### src/rtl/shift_pkg.sv
// Shared definitions for the shift sweep sequencer: mode codes and FSM states.
package shift_pkg;

  localparam logic [1:0] MODE_LLS = 2'b00;
  localparam logic [1:0] MODE_RLS = 2'b01;
  localparam logic [1:0] MODE_LAS = 2'b10;
  localparam logic [1:0] MODE_RAS = 2'b11;

  typedef enum logic [1:0] {
    ST_IDLE = 2'b00,
    ST_RUN  = 2'b01,
    ST_DONE = 2'b10
  } state_t;

endpackage

### src/rtl/shift_unit.sv
// Combinational shift datapath (LLS/RLS/LAS/RAS).
// Optional macro SHIFT_SWEEP_ROTATE_EN turns mode 10 into rotate-left;
// without it mode 10 behaves exactly like LLS.
module shift_unit
  import shift_pkg::*;
#(
  parameter int WIDTH = 5,
  parameter int AMT_W = 3
) (
  input  logic [WIDTH-1:0] op,
  input  logic [1:0]       mode,
  input  logic [AMT_W-1:0] amt,
  output logic [WIDTH-1:0] res
);

`ifdef SHIFT_SWEEP_ROTATE_EN
  // Rotating a doubled copy leaves the rotated word in the upper half.
  logic [2*WIDTH-1:0] w_dbl;
  assign w_dbl = {op, op} << (int'(amt) % WIDTH);
`endif

  // Select the shift flavour; shifts by >= WIDTH naturally give 0 / sign fill.
  always_comb begin
    res = op << amt;
    case (mode)
      MODE_RLS: res = op >> amt;
      MODE_RAS: res = $unsigned($signed(op) >>> amt);
`ifdef SHIFT_SWEEP_ROTATE_EN
      MODE_LAS: res = w_dbl[2*WIDTH-1:WIDTH];
`endif
      default:  res = op << amt;
    endcase
  end

endmodule

### src/rtl/shift_sweep_ctrl.sv
// Sweep sequencer: latches one operand and streams shift(op, mode, 0..max_amt)
// over a valid/ready port, then pulses done. Owns the single shift_unit.
// Optional macro SHIFT_SWEEP_ROTATE_EN (handled inside shift_unit).
module shift_sweep_ctrl
  import shift_pkg::*;
#(
  parameter int WIDTH = 5,
  parameter int AMT_W = 3
) (
  input  logic             clk,
  input  logic             rst_n,
  input  logic             start,
  input  logic [1:0]       mode,
  input  logic [WIDTH-1:0] din,
  input  logic [AMT_W-1:0] max_amt,
  input  logic             abort,
  output logic             busy,
  output logic             out_valid,
  input  logic             out_ready,
  output logic [WIDTH-1:0] out_data,
  output logic [AMT_W-1:0] out_amt,
  output logic             done
);

  state_t           r_state;
  logic [1:0]       r_mode;
  logic [WIDTH-1:0] r_op;
  logic [AMT_W-1:0] r_max;
  logic [AMT_W-1:0] r_amt;
  logic [WIDTH-1:0] r_data;
  logic             r_valid;
  logic             r_busy;
  logic             r_done;

  logic [WIDTH-1:0] w_sh_op;
  logic [1:0]       w_sh_mode;
  logic [AMT_W-1:0] w_sh_amt;
  logic [WIDTH-1:0] w_sh_res;
  logic             w_xfer;

  // In IDLE the datapath sees the live command (amount 0); in RUN it
  // precomputes the next beat so consecutive transfers need no bubble.
  assign w_sh_op   = (r_state == ST_IDLE) ? din  : r_op;
  assign w_sh_mode = (r_state == ST_IDLE) ? mode : r_mode;
  assign w_sh_amt  = (r_state == ST_IDLE) ? '0   : r_amt + AMT_W'(1);
  assign w_xfer    = r_valid && out_ready;

  shift_unit #(
    .WIDTH(WIDTH),
    .AMT_W(AMT_W)
  ) u_shift (
    .op  (w_sh_op),
    .mode(w_sh_mode),
    .amt (w_sh_amt),
    .res (w_sh_res)
  );

  // Sweep FSM with registered outputs; abort outranks a same-cycle transfer.
  always_ff @(posedge clk or negedge rst_n) begin
    if (!rst_n) begin
      r_state <= ST_IDLE;
      r_mode  <= MODE_LLS;
      r_op    <= '0;
      r_max   <= '0;
      r_amt   <= '0;
      r_data  <= '0;
      r_valid <= 1'b0;
      r_busy  <= 1'b0;
      r_done  <= 1'b0;
    end else begin
      case (r_state)
        ST_IDLE: begin
          r_done <= 1'b0;
          if (start) begin
            r_mode  <= mode;
            r_op    <= din;
            r_max   <= max_amt;
            r_amt   <= '0;
            r_data  <= w_sh_res;
            r_valid <= 1'b1;
            r_busy  <= 1'b1;
            r_state <= ST_RUN;
          end
        end
        ST_RUN: begin
          if (abort) begin
            r_valid <= 1'b0;
            r_busy  <= 1'b0;
            r_state <= ST_IDLE;
          end else if (w_xfer) begin
            if (r_amt == r_max) begin
              r_valid <= 1'b0;
              r_done  <= 1'b1;
              r_state <= ST_DONE;
            end else begin
              r_amt  <= r_amt + AMT_W'(1);
              r_data <= w_sh_res;
            end
          end
        end
        ST_DONE: begin
          r_done  <= 1'b0;
          r_busy  <= 1'b0;
          r_state <= ST_IDLE;
        end
        default: begin
          r_valid <= 1'b0;
          r_busy  <= 1'b0;
          r_done  <= 1'b0;
          r_state <= ST_IDLE;
        end
      endcase
    end
  end

  assign busy      = r_busy;
  assign out_valid = r_valid;
  assign out_data  = r_data;
  assign out_amt   = r_amt;
  assign done      = r_done;

endmodule

### config.mk
export PLATFORM = sky130hd
export DESIGN_NAME = shift_sweep_ctrl
export DESIGN_NICKNAME = d
export VERILOG_FILES = /design/src/rtl/shift_pkg.sv /design/src/rtl/shift_unit.sv /design/src/rtl/shift_sweep_ctrl.sv
export SDC_FILE = /design/constraint.sdc
export NUM_CORES = 1
export LEC_CHECK = 0
export ABC_AREA = 1
export BUFFER_PORTS_ARGS = -buffer_cell sky130_fd_sc_hd__buf_2
export CAP_MARGIN = 20
export CORE_UTILIZATION = 55
export DETAILED_ROUTE_END_ITERATION = 6
export MAX_ROUTING_LAYER = met4
export PLACE_DENSITY = 0.77
export SKIP_LAST_GASP = 1
export SYNTH_ARGS = -nofsm -noshare
export SYNTH_HDL_FRONTEND = slang
export SYNTH_SLANG_ARGS = --single-unit
export TNS_END_PERCENT = 100
### constraint.sdc
create_clock -name clk -period 2 [get_ports clk]
set_input_delay 0.4 -clock clk [delete_from_list [all_inputs] [get_ports clk]]
set_output_delay 0.4 -clock clk [all_outputs]
set_load 0.05 [all_outputs]
## Word level (Yosys, flattened, before mapping)

Index checks and enable logic that the tools add are counted.

- Register bits after elaboration: 23
- Bits of input ports: 15
- Output and inout port bits: 11
- Logic and storage cells: 66

- Add/subtract/negate cells: 1
- Equal/unequal tests: 13
- Shifts and indexed selects: 3
- Mux-type cells: 30
- Bitwise gates (word level): 1
- Reduce and logical (&&, ||, !) cells: 9

Operators with widths:

| cell | number |
|---|---|
| $mux 5 | 5 |
| $pmux 5 s2 | 2 |
| $mux 3 | 5 |
| $ne 2x2->1 const B | 6 |
| $mux 2 | 5 |
| $mux 1 | 9 |
| $ne 3x3->1 const B | 2 |
| $pmux 3 s2 | 1 |
| $reduce_and 3->1 | 2 |
| $reduce_and 5->1 | 1 |
| $shl 5x3->5 | 1 |
| $shr 5x3->5 | 1 |
| $sshr 5x3->5 | 1 |
| $eq 2x1->1 const B | 2 |
| $eq 2x2->1 const B | 2 |
| $pmux 2 s2 | 1 |
| $reduce_and 2->1 | 2 |
| $reduce_and 4->1 | 1 |
| $add 3x1->3 const B | 1 |
| $eq 3x3->1 | 1 |
| $pmux 1 s3 | 1 |
| $logic_not 2->1 | 1 |
| $pmux 1 s2 | 1 |
| $reduce_bool 2->1 | 1 |
| 2 further kinds | 2 |

## Logic depth before layout (Yosys ltp)

Gate-level depths: netlist of the first run.

- Depth after elaboration: 8
- Gate-level depth with buffers: 13
- Gate-level depth less buffers: 12

## Modules after synthesis

Synthesis of the first run repeated with hierarchy kept, for this count alone.

- Cell total of the unflattened synthesis: 205
- Area total of the unflattened synthesis: 1,488.9 µm²

Modules (own cells, without submodules):

| module | instances | cells an instance | area an instance (µm²) | sequential area each (µm²) |
|---|---|---|---|---|
| shift_sweep_ctrl | 1 | 136 | 1,169.9 | 575.6 |
| shift_unit | 1 | 69 | 319.1 | 0.0 |

## Worst setup path before layout of the first run

No wires, ideal clock.

- Path type: register -> register
- Start: register r_amt[0], in the netlist out_amt[0]
- End: register r_data[2], in the netlist out_data[2]
- Setup time: 113 ps
- Arrival: 1,661 ps
- Data required time: 1,887 ps
- Slack: 226 ps
- Cell stages (with the launch flop): 11
- Buffers on the path: 0
- Clock period less this slack: 1,774 ps
- Cell sequence: dfrtp_1 ha_1 nand2_1 nand2_1 nand2_4 nand2_2 nor2_1 a21oi_2 nand3_1 nand2_1 inv_1

- Cells in the longest elaborated chain, start to end: 8
- Elaborated cells on any way between the ends: 14
- Classes of those cells: add/sub: 1; eq/ne: 2; shift: 3; mux: 7; reduce/logical: 1

Ends and longest elaborated chain:

| what | RTL line | RTL |
|---|---|---|
| start, declared | shift_sweep_ctrl.sv:29 | `logic [AMT_W-1:0] r_amt;` |
| start signal, assigned | shift_sweep_ctrl.sv:96 | `r_amt <= r_amt + AMT_W'(1);` |
| $add 3x1->3 | shift_sweep_ctrl.sv:45 | `assign w_sh_amt = (r_state == ST_IDLE) ? '0 : r_amt + AMT_W'(1);` |
| $mux 3 | shift_sweep_ctrl.sv:45 |  |
| $shl 5x3->5, or another cell as far along | shift_unit.sv:31 | `default: res = op << amt;` |
| $pmux 5 s2 | shift_unit.sv:25 | `case (mode)` |
| $mux 5 | shift_sweep_ctrl.sv:91 | `if (r_amt == r_max) begin` |
| $mux 5 | shift_sweep_ctrl.sv:90 | `end else if (w_xfer) begin` |
| $mux 5 | shift_sweep_ctrl.sv:86 | `if (abort) begin` |
| $pmux 5 s2 | shift_sweep_ctrl.sv:71 | `case (r_state)` |
| end signal, assigned | shift_sweep_ctrl.sv:79 | `r_data <= w_sh_res;` |
| end signal, assigned | shift_sweep_ctrl.sv:97 | `r_data <= w_sh_res;` |
| end, declared | shift_sweep_ctrl.sv:30 | `logic [WIDTH-1:0] r_data;` |

Several ways; a longest one is shown, not always the timed one. The select of a mux whose other input is x is not followed.
A chain may end at the register's enable or synchronous reset.

## Worst setup path after layout of the first run

- Start: register r_amt[0], in the netlist out_amt[0]
- End: register r_data[3], in the netlist out_data[3]

The elaborated chain is that of the path after synthesis.

==> flow_summary_export.csv, run 1 <==
group,metric,value,unit
logic_synthesis,netlist_instances,210,
floorplanning,die-area,3030,um^2
cts,cts_resized,0,
cts,clockRootBuffer,"clkbuf_4",
final_layout,area_growth,10.9,%
critical_path,crit_arrival,1940,ps
final_layout,stdcell_area,1710,um^2
sta,setup-violations-final,0,
sta,slew_headroom,0.673,
cts,clock_latency,330,ps
critical_path,rrSetupSlack,280,ps
logic_synthesis,ys_types,30,
critical_path,r2r_cells,10,
critical_path,crit_end,"out_data[3]",
sta,final.setup_skew,14.8,ps
final_layout,nets,254,
place,gp_congestion,0.996,
cts,cts_tree,"yes",
sta,finalCritPeriodShare,0.860,
floorplanning,start_util,0.602,
cts,clk_path_buf_depth,2,
critical_path,cp.required,2220,ps
sta,worstMarginPinSlew,490,ps
critical_path,path_class,"register to register",
critical_path,r2r_start,"out_amt[0]",
routing,drc_errors,0,
run_status,status,"completed",
routing,routed_wl,3240,um
job,drv_cap,0,
logic_synthesis,synth_area_per_cell,7.36,um^2
logic_synthesis,ys_seq_elements,23,
final_layout,diodes,0,
floorplanning,die_h,55.0,um
routing,via_per_inst,5.24,
sta,fin_tns_setup,0,ps
critical_path,startpoint,"out_amt[0]",
final_layout,layout_commonest_cell,"nand2_1",
sta,min_period,1720,ps
routing,vias,1400,
logic_synthesis,syn_nets,226,
floorplanning,num_rows,18,
cts,clkTransAtPathRegs,140,ps
hold_path,hp-class,"input port to async pin",
sta,clock.fmax,0.581,GHz
critical_path,cpPeakStageDelay,520,ps
logic_synthesis,synth_area,1550,um^2
cts,numCtsBuffers,3,
global_routing,grt_pass1_vias,1295,
routing,drt_iter0_markers,39,
sta,timing.final.max_slew_violations,0,
cts,hold_buffers,0,
global_routing,grt_max_degree,24,
logic_synthesis,ys_seq_area_frac,0.372,
final_layout,fillers,249,
cts,cts_setup_buffers,0,
routing,routedWlPerCell,12.1,um
cts,cts_sinks,23,
floorplanning,die_w,55.0,um
critical_path,crit_top_cell,"nand2_1",
critical_path,start_kind,"register",
critical_path,critical_path_peak_fanout,9,
critical_path,r2r-end,"out_data[3]",
critical_path,cp-end-kind,"register",
final_layout,final_core_util,0.667,
cts,cts_max_level,1,
global_routing,grt_util_all_layers,0.259,
place,io_buffer_count,25,
global_routing,grt_pass1_wl,5390,um
logic_synthesis,ys_warn_count,0,
floorplanning,core-area,2570,um^2
final_layout,layout_common_cells,"nand2_1, buf_2, inv_1, dfrtp_1, nor2_1",
critical_path,path_cells,"ha_1 -> nand2_2 -> inv_2 -> nand2_1 -> nand2_1 -> nand2_1 -> nand2_1 -> nand2_1 -> nor2_1 -> nor2_1",
critical_path,cp_slowest_cell,"dfrtp_1",
global_routing,overflow,0,
place,dpl_cell_area,1690,um^2
floorplanning,io_pins,26,
sta,hold_violations,0,
routing,drtAntennaViolNets,0,
global_routing,antenna_found_initial,0,
final_layout,layout-drive-gt1-share,0.278,
routing,firstDrtPassIters,4,
place,post-dp-hpwl,2620,um
sta,rsz0062_at_grt,"false",
flip-flops by register name, indices dropped and copies added, names as in the netlist:
signal and flops:
out_data 5, r_op 5, out_amt 3, r_max 3, r_mode 2, r_state 2
busy 1, done 1, out_valid 1
Yosys cell counts:
library cell / instances / area share
nand2_1: 61 / 0.15
dfrtp_1: 23 / 0.37
inv_1: 23 / 0.056
nor2_1: 21 / 0.051
nand3_1: 13 / 0.042
nand2_2: 12 / 0.049
a21oi_1: 8 / 0.026
o21ai_0: 7 / 0.023
inv_2: 5 / 0.012
o21ai_1: 4 / 0.013
nand2_4: 3 / 0.022
nor2_4: 3 / 0.022
o211ai_1: 3 / 0.015
o21ai_2: 3 / 0.017
buf_2: 2 / 0.0065
mux2_1: 2 / 0.015
mux2_2: 2 / 0.015
nand3b_1: 2 / 0.0097
nor3_2: 2 / 0.013
a21oi_2: 1 / 0.0057
buf_12: 1 / 0.013
ha_1: 1 / 0.0081
inv_6: 1 / 0.0057
nand3_2: 1 / 0.0065
nand4_2: 1 / 0.0081
o22ai_2: 1 / 0.0081
o311ai_0: 1 / 0.0057
or2_1: 1 / 0.0041
or2_2: 1 / 0.0041
xnor2_1: 1 / 0.0057
how the worst min path moves through the flow:
stage,from,end,slack (ps),depth (start not counted)
4_1_cts,rst_n,r_max[2],40,1
5_1_grt,rst_n,out_amt[2],60,1
2_1_floorplan,rst_n,busy,100,0
3_3_place_gp,rst_n,out_amt[2],380,1
3_5_place_dp,rst_n,r_max[2],400,1
6_report,rst_n,out_amt[2],10,1
routing by layer:
metal  wire length, um  track usage
met2              1600        0.432
met4                57        0.138
met5                 0            -
met3               112       0.0273
met1              1470        0.307
cell type report:
type / instances / area, um^2 / area share
Multi-Input combinational cell: 155 / 826 / 0.482
Sequential cell: 23 / 576 / 0.336
Timing Repair Buffer: 26 / 133 / 0.0774
Inverter: 29 / 114 / 0.0665
Tap cell: 30 / 37.5 / 0.0219
Clock buffer: 3 / 22.5 / 0.0131
Clock inverter: 1 / 5.00 / 0.00292
worst max-delay path: cells and delay by family (launching register included):
| kind | cells | cell delay, ps |
|---|---|---|
| buf+inv | 1 | 160 |
| simple gates | 8 | 560 |
| fa+ha+maj | 1 | 380 |
| flops | 1 | 520 |
cells by family (layout without fill, tap and decap cells):
kind of cell    count (synthesis)  count (layout)  share of synthesized area
fa+ha+maj                       1               1                    0.00810
buf+inv                        32              59                     0.0931
xor+xnor                        1               1                    0.00567
mux                             4               4                     0.0291
flops                          23              23                      0.372
compound gates                 28              28                      0.113
simple gates                  121             121                      0.379
through the flow:
step           instances  hold WS, ps  worst slack (ps)
6_report             267         9.81               280
5_1_grt              267         58.0               111
4_1_cts              267         37.0               272
3_5_place_dp         263          404               298
3_3_place_gp         263          383               354
2_1_floorplan        210          104               226
Power of run 1 is not shown: default switching activity piles up to over one toggle a cycle in this logic, so the estimate is an artifact.
==> run 2, diff against run 1 <==
--- a/config.mk
+++ b/config.mk
@@ -5,11 +5,10 @@
 export SDC_FILE = /design/constraint.sdc
 export NUM_CORES = 1
 export LEC_CHECK = 0
-export ABC_AREA = 1
-export BUFFER_PORTS_ARGS = -buffer_cell sky130_fd_sc_hd__buf_2
-export CAP_MARGIN = 20
-export CORE_UTILIZATION = 55
+export CAP_MARGIN = 10
+export CORE_UTILIZATION = 62
 export DETAILED_ROUTE_END_ITERATION = 6
+export DONT_BUFFER_PORTS = 1
 export MAX_ROUTING_LAYER = met4
 export PLACE_DENSITY = 0.77
 export SKIP_LAST_GASP = 1
==> run 2 against run 1 <==
Compared with the run above:
- sequential share of layout area is 1.1 points higher
- routed wire length is 4.0% higher
- cell count is 27% lower
- sequential cell count stayed put
- core utilization is 6.5 points higher
- highest routed layer unchanged
- register-to-register slack worse by 260 ps
- clock-buffer cell count stayed put
- design area is 2.8% lower
- critical path depth is 5 lower
==> flow_summary_export.csv, run 2 <==
group,metric,value,unit
logic_synthesis,synth_top_cell_by_area,"dfrtp_1",
logic_synthesis,syn_nets,173,
sta,rsz0062_at_grt,"true",
critical_path,critical_path_peak_fanout,8,
routing,routed_wl,3360,um
floorplanning,num_rows,17,
place,gp_congestion,0.926,
critical_path,cpPeakStageDelay,500,ps
sta,slew_headroom,0.296,
final_layout,fillers,172,
critical_path,cp.required,2230,ps
place,io_buffer_count,0,
floorplanning,core-area,2280,um^2
final_layout,seqCellArea,578,um^2
cts,cts_setup_buffers,0,
final_layout,layout-drive-gt1-share,0.253,
logic_synthesis,ys_seq_area_frac,0.376,
cts,clkTransAtPathRegs,140,ps
final_layout,area_growth,8.83,%
logic_synthesis,synth_area_per_cell,9.75,um^2
place,post-dp-hpwl,2480,um
cts,clock_latency,320,ps
final_layout,layout_common_cells,"dfrtp_1, buf_4, nor2_1",
place,dpl_cell_area,1620,um^2
global_routing,overflow,0,
final_layout,layout_commonest_cell,"dfrtp_1",
power_and_ir_drop,p_per_area,1720,nW/um^2
cts,cts_tree,"yes",
routing,via_per_inst,6.26,
logic_synthesis,async_flop_share,1.00,
hold_path,hp-class,"input port to register",
routing,drc_errors,0,
final_layout,final_core_util,0.732,
global_routing,grt_pass1_vias,1156,
logic_synthesis,ys_warn_count,0,
routing,vias,1214,
final_layout,stdcell_area,1670,um^2
floorplanning,die_h,51.7,um
logic_synthesis,synth.most_common_cell,"dfrtp_1",
critical_path,cp_slowest_cell,"mux4_2",
critical_path,crit_arrival,2210,ps
floorplanning,io_pins,26,
logic_synthesis,synth_commonest_cells,"dfrtp_1, nor2_1, mux2_2",
sta,hold_violations,0,
logic_synthesis,synth_top_area_share,0.376,
logic_synthesis,ys.flop_type,"dfrtp_1",
critical_path,r2r_start,"out_amt[1]",
routing,drt_iter0_markers,33,
routing,drtAntennaViolNets,0,
global_routing,grt_util_all_layers,0.299,
sta,min_period,1980,ps
routing,firstDrtPassIters,4,
run_status,status,"completed",
hold_path,hold_start,"abort",
global_routing,grt_pass1_wl,5690,um
floorplanning,start_util,0.672,
logic_synthesis,synth_edf_count,0,
power_and_ir_drop,vdd_ir_drop_max,1.29,mV
critical_path,start_kind,"register",
final_layout,multiInputGateArea,880,um^2
critical_path,path_cells,"ha_4 -> mux4_2 -> mux2i_1 -> o221ai_1 -> mux2_4",
logic_synthesis,ys_types,47,
cts,clk_path_buf_depth,2,
sta,finalCritPeriodShare,0.988,
cts,numCtsBuffers,3,
sta,clock.fmax,0.506,GHz
sta,timing.final.max_slew_violations,0,
job,drv_cap,0,
floorplanning,die_w,51.7,um
critical_path,rrSetupSlack,20,ps
critical_path,path_class,"register to register",
routing,routedWlPerCell,17.3,um
critical_path,critPathTopFamily,"multiplexers",
logic_synthesis,synth_area,1530,um^2
logic_synthesis,synthTopCellsByArea,"dfrtp_1, mux2_2, mux2i_1",
critical_path,path_buf_inv,0,
global_routing,antenna_found_initial,0,
cts,cts_sinks,23,
final_layout,diodes,0,
final_layout,nets,183,
global_routing,grt_max_degree,24,
critical_path,cp-end-kind,"register",
cts,cts_max_level,1,
logic_synthesis,ys_seq_elements,23,
logic_synthesis,netlist_instances,157,
critical_path,startpoint,"out_amt[1]",
power_and_ir_drop,leakage,0.707,nW
cts,clockRootBuffer,"clkbuf_4",
floorplanning,die-area,2670,um^2
sta,worstMarginPinSlew,1050,ps
sta,final.setup_skew,11.0,ps
sta,setup-violations-final,0,
-- run 2: cell types whose count changed after synthesis, moves of 8 or more --
cell	previous run	this run
inv_1	23	6
mux2_2	2	11
mux2i_1	0	8
nand2_1	61	5
nand2_2	12	0
nand3_1	13	4
nor2_1	21	12
nor3_1	0	8
-- run 2: cell type report --
type                       count  area share
clock buffer                   3      0.0135
clock inverter                 1     0.00301
inverter                       6      0.0135
multi-input combinational    117       0.528
sequential                    23       0.347
tap                           28      0.0210
timing repair buffer          16      0.0736
-- run 2: power breakdown --
part,switching [mW],total (mW),internal [mW],leakage (nW)
registers,0.416,1.06,0.641,0.276
clock network,0.153,0.228,0.0750,0.0177
logic,0.822,1.58,0.754,0.413
total,1.39,2.86,1.47,0.707
-- run 2: stage by stage --
step / total power, mW / hold slack (ps) / worst slack (ps) / TNS [ps] / instances
4_1_cts: 2.84 / 136 / 19.7 / 0 / 194
3_5_place_dp: 2.59 / 105 / 57.8 / 0 / 189
2_1_floorplan: 2.24 / 104 / 32.7 / 0 / 157
6_report: 2.86 / 149 / 24.7 / 0 / 194
5_1_grt: 3.06 / 141 / -26.5 / -26.5 / 194
3_3_place_gp: 2.55 / 105 / 115 / 0 / 189
-- run 2: path summary, 6_finish.rpt --
path | cells past startpoint | to
max | 5 | out_data[3]
min | 1 | r_state[1]
max reg2reg | 5 | out_data[3]
min reg2reg | 1 | r_max[1]
max in group asynchronous | 1 | out_amt[0]
min in group asynchronous | 1 | out_valid
-- run 2: kinds of logic (layout without fill, tap and decap cells) --
kind of cell	Yosys count	after routing	synth area share
buffers and inverters	17	26	0.0630
AND/OR/NAND/NOR	42	42	0.139
AO/OA/AOI/OAI	48	48	0.217
flip-flops	23	23	0.376
adder cells (fa/ha/maj)	1	1	0.00818
XOR/XNOR	5	5	0.0335
multiplexers	21	21	0.163
-- run 2: routing by layer --
metal	up-vias	wire [um]	global-route usage
met1	586	1570	0.420
met3	4	180	0.0497
li1	594	-	-
met4	0	31	0.108
met2	30	1580	0.435
met5	-	0	-
-- run 2: repair_timing --
| item | in CTS | in global routing |
|---|---|---|
| gates resized for setup | 0 | 2 |
| setup endpoints to repair | 0 | 2 |
| hold buffers | 1 | 0 |
| hold endpoints to repair | 23 | 0 |
Note: power is estimated with default switching activity, not from simulation.
